## src/rtl/regfile_wb_arbiter.sv

```systemverilog
// Round-robin write-back arbiter sharing the regFile write port between ALU (0) and load (1).
// Optional conflict counter built only when WBARB_CONFLICT_CNT_EN is defined.
module regfile_wb_arbiter #(
  parameter int DATA_W = 32,
  parameter int ADDR_W = 5,
  parameter int CNT_W  = 16
) (
  input  logic              CLK,
  input  logic              RST_N,
  input  logic              STALL,
  input  logic              REQ0_VALID,
  input  logic [ADDR_W-1:0] REQ0_ADDR,
  input  logic [DATA_W-1:0] REQ0_DATA,
  output logic              REQ0_READY,
  input  logic              REQ1_VALID,
  input  logic [ADDR_W-1:0] REQ1_ADDR,
  input  logic [DATA_W-1:0] REQ1_DATA,
  output logic              REQ1_READY,
  output logic [ADDR_W-1:0] A3,
  output logic [DATA_W-1:0] WD3,
  output logic              WE,
  output logic [31:0]       PEND_MASK,
  output logic [CNT_W-1:0]  CONFLICT_CNT
);

  logic              last;
  logic              gnt_any;
  logic [ADDR_W-1:0] gnt_addr;
  logic [DATA_W-1:0] gnt_data;

  // On conflict the requester that did not win last time goes first.
  always_comb begin
    REQ0_READY = 1'b0;
    REQ1_READY = 1'b0;
    if (!STALL) begin
      REQ0_READY = REQ0_VALID && (!REQ1_VALID || last);
      REQ1_READY = REQ1_VALID && (!REQ0_VALID || !last);
    end
  end

  assign gnt_any  = REQ0_READY | REQ1_READY;
  assign gnt_addr = REQ1_READY ? REQ1_ADDR : REQ0_ADDR;
  assign gnt_data = REQ1_READY ? REQ1_DATA : REQ0_DATA;

  // Writes to r0 are accepted but never reach the port; A3/WD3 hold otherwise.
  always_ff @(posedge CLK or negedge RST_N) begin
    if (!RST_N) begin
      last <= 1'b1;
      WE   <= 1'b0;
      A3   <= '0;
      WD3  <= '0;
    end else begin
      WE <= 1'b0;
      if (gnt_any) begin
        last <= REQ1_READY;
        if (gnt_addr != '0) begin
          WE  <= 1'b1;
          A3  <= gnt_addr;
          WD3 <= gnt_data;
        end
      end
    end
  end

  assign PEND_MASK = (WE && A3 != '0) ? (32'd1 << A3) : 32'd0;

`ifdef WBARB_CONFLICT_CNT_EN
  always_ff @(posedge CLK or negedge RST_N) begin
    if (!RST_N)
      CONFLICT_CNT <= '0;
    else if (!STALL && REQ0_VALID && REQ1_VALID && CONFLICT_CNT != '1)
      CONFLICT_CNT <= CONFLICT_CNT + 1'b1;
  end
`else
  assign CONFLICT_CNT = '0;
`endif

endmodule

```

## config.mk

```make
export PLATFORM = sky130hd
export DESIGN_NAME = regfile_wb_arbiter
export DESIGN_NICKNAME = d
export VERILOG_FILES = /design/src/rtl/regfile_wb_arbiter.sv
export SDC_FILE = /design/constraint.sdc
export NUM_CORES = 1
export LEC_CHECK = 0
export CAP_MARGIN = 20
export CORE_UTILIZATION = 40
export CTS_BUF_LIST = sky130_fd_sc_hd__clkbuf_4
export DETAILED_ROUTE_END_ITERATION = 6
export PLACE_DENSITY = 0.95
export SETUP_SLACK_MARGIN = 0.15
export SLEW_MARGIN = 10
export SYNTH_ARGS = -nofsm -noshare
export SYNTH_HDL_FRONTEND = slang
export SYNTH_SLANG_ARGS = --single-unit
```

## constraint.sdc

```tcl
create_clock -name CLK -period 3.5 [get_ports CLK]
set_clock_uncertainty 0.1 [all_clocks]
set_input_delay 0.7 -clock CLK [delete_from_list [all_inputs] [get_ports CLK]]
set_output_delay 0.7 -clock CLK [all_outputs]
set_load 0.01 [all_outputs]
```

==> impl_metrics.env <==
export IMPL_outcome="complete, no violations"
export IMPL_ctsResizeCount=0
export IMPL_grt_max_degree=40
export IMPL_async_flop_share=1.000
export IMPL_path_delay_family="simple AND/OR/NAND/NOR gates"
export IMPL_dr_pass1_iters=4
export IMPL_antenna_found_initial=0
export IMPL_cp_required_ns=2.70
export IMPL_yosysWarnings=0
export IMPL_slowest_delay_ns=0.56
export IMPL_drc=0
export IMPL_worstMarginPinSlew_ns=0.8530
export IMPL_critPathBufInv=1
export IMPL_cts_hold_buf=0
export IMPL_ys_types=28
export IMPL_placeableCoreArea_um2=5921
export IMPL_numCtsBuffers=5
export IMPL_hold_violations=0
export IMPL_period_minus_slack_ns=3.142
export IMPL_power_density_nw_per_um2=370.0
export IMPL_r2r_end="A3[0]$_DFFE_PN0P_"
export IMPL_slew_violations=0
export IMPL_irDropWorstVdd_mv=0.2842
export IMPL_maxCapViolCount=0
export IMPL_dp_cells=424
export IMPL_crit_type="reg2out"
export IMPL_post_cts_buffers=0
export IMPL_drt_iter0_markers=69
export IMPL_htreeDepth=2
export IMPL_final_cell_mix="clkdlybuf4s50_1 (148), mux2_2 (43), dfrtp_1 (38), mux2_4 (29), nor2_1 (25)"
export IMPL_fmaxAchievable_ghz=0.3183
export IMPL_fin_tns_setup_ns=0
export IMPL_die_h_um=80.34
export IMPL_rsz0062_at_grt="no"
export IMPL_final_cells=432
export IMPL_final_common_cell="clkdlybuf4s50_1"
export IMPL_startpoint_type="flop"
export IMPL_r2r_start="last$_DFFE_PN1P_"
export IMPL_r2r_worst_path_cells=5
export IMPL_cp_data_arrival_time_ns=2.34
export IMPL_p_leak_nw=1.662
export IMPL_grtUsageTotal=0.2075
export IMPL_grt_ovfl_total=0
export IMPL_critPathCaptureType="primary output"
export IMPL_synth_ff_type="dfrtp_1"
export IMPL_ys_ff_latch=39
export IMPL_area_delta_synth_final_pct=62.95
export IMPL_antenna_cells=0
export IMPL_path_clk_slew_ns=0.11
export IMPL_synth_edf_count=0
export IMPL_multi_input_area_um2=1343
export IMPL_die_area_um2=6455
export IMPL_finish_net_count=435
export IMPL_cp_startpoint="A3[0]$_DFFE_PN0P_"
export IMPL_crit_chain="nand2b_1, or3b_2, nor3_1, clkdlybuf4s50_1"
export IMPL_fillCellCount=479
export IMPL_hold_class="in2async"
export IMPL_rows=28
export IMPL_dp_hpwl_mm=5.057
export IMPL_seq_area_um2=977.2
export IMPL_antenna_left=0
export IMPL_synthCells=208
export IMPL_routed_wl_mm=6.547
export IMPL_fin_crit_sh=0.8977
export IMPL_die_x_um=80.34
export IMPL_grt_pass1_vias=2136
export IMPL_ys_seq_area_frac=0.3981
export IMPL_cts_tree="yes"
export IMPL_avgSynthCellArea_um2=11.80
export IMPL_start_util=0.4146
export IMPL_clock_sinks=39
export IMPL_via_per_inst=4.944
export IMPL_relSlewSlack=0.4313
export IMPL_setup_viol=0
export IMPL_gp_congestion=0.7667
export IMPL_syn_area_um2=2455
export IMPL_vias=2136
export IMPL_worstSkewPairLatency_ns=0.34
export IMPL_ioPinCount=167
export IMPL_r2r_slack_ns=1.38
export IMPL_root_buffer="clkbuf_4"
export IMPL_slowest_stage="clkdlybuf4s50_1"
export IMPL_crit_fanout=11
export IMPL_clk_path_buf_depth=2
export IMPL_grt_pass1_wl_mm=10.14
export IMPL_detail_route_wl_per_cell_um=15.16
export IMPL_drive_gt1_frac=0.2521
export IMPL_port_buffer_count=149
==> through the flow <==
stage	area, um^2	power (mW)	hold slack, ns	utilization	worst slack [ns]
global route	4000	1.564	0.4173	0.6756	0.2450
CTS	4000	1.497	0.3769	0.6756	0.3670
finish	4000	1.480	0.3534	0.6756	0.3582
detailed placement	3943	1.254	0.3926	0.6659	0.4512
global placement	3943	1.235	0.3899	0.6659	0.5021
floorplan	2515	0.9270	0.3044	-	1.114
==> kinds of logic (layout without fill, tap and decap cells) <==
group | Yosys count | in the layout | share of synthesized area
AOI/OAI and AO/OA | 8 | 8 | 0.03211
buffers and inverters | 29 | 162 | 0.07951
DFF | 39 | 39 | 0.3981
muxes | 72 | 72 | 0.3746
other | 1 | 17 | 0.001528
and+or+nand+nor | 59 | 59 | 0.1142
==> worst register-to-register path, cell delays in order (launching register included) <==
cell	delay (ns)
dfstp_2	0.57
a21boi_2	0.09
nand2_1	0.15
buf_4	0.43
mux2_2	0.43
mux2_4	0.25
==> layout make-up <==
| class | instances | share of cell area |
|---|---|---|
| clock buffers | 7 | 0.01314 |
| clock inverters | 1 | 0.001251 |
| inverters | 2 | 0.001877 |
| multi-input cells | 156 | 0.3356 |
| flip-flops and latches | 39 | 0.2443 |
| well taps | 75 | 0.02346 |
| repair buffers | 152 | 0.3804 |
==> worst max-delay path by stage <==
stage	endpoint	slack, ns	cells past startpoint
final	PEND_MASK[1]	0.36	4
after global routing	PEND_MASK[1]	0.25	4
after CTS	PEND_MASK[1]	0.37	4
after detailed placement	REQ1_READY	0.45	5
after global placement	REQ1_READY	0.50	5
after floorplan	REQ1_READY	1.11	4
==> registers in the layout, summed over array words and instances, names as in the netlist <==
signal and cells:
WE 1, WD3 32, A3 5, last 1
==> power by group <==
part / internal (mW) / switching, mW / total, mW
sequential: 0.536 / 0.0733 / 0.609
combinational: 0.405 / 0.231 / 0.636
clock: 0.0939 / 0.141 / 0.235
==> routing by layer <==
metal,global-route usage,vias up,part of all wire
li1,-,987,-
met5,0,-,0
met4,0.08571,0,0.024
met3,0.05455,13,0.078
met2,0.3915,111,0.54
met1,0.2137,1025,0.36
==> cell usage after synthesis (2+ instances only) <==
cell | count | area (um^2)
mux2_4 | 29 | 435.4
nand2b_1 | 7 | 43.79
dfrtp_1 | 38 | 950.9
mux2_2 | 43 | 484.2
nand3_1 | 3 | 15.01
nor2b_1 | 2 | 12.51
buf_4 | 17 | 127.6
o21ai_0 | 3 | 15.01
buf_6 | 3 | 33.78
nand2_1 | 8 | 30.03
nor3_1 | 7 | 35.03
nor2_1 | 25 | 93.84
clkbuf_1 | 7 | 26.28
and3_1 | 2 | 12.51
(Power assumes the default switching activity.)
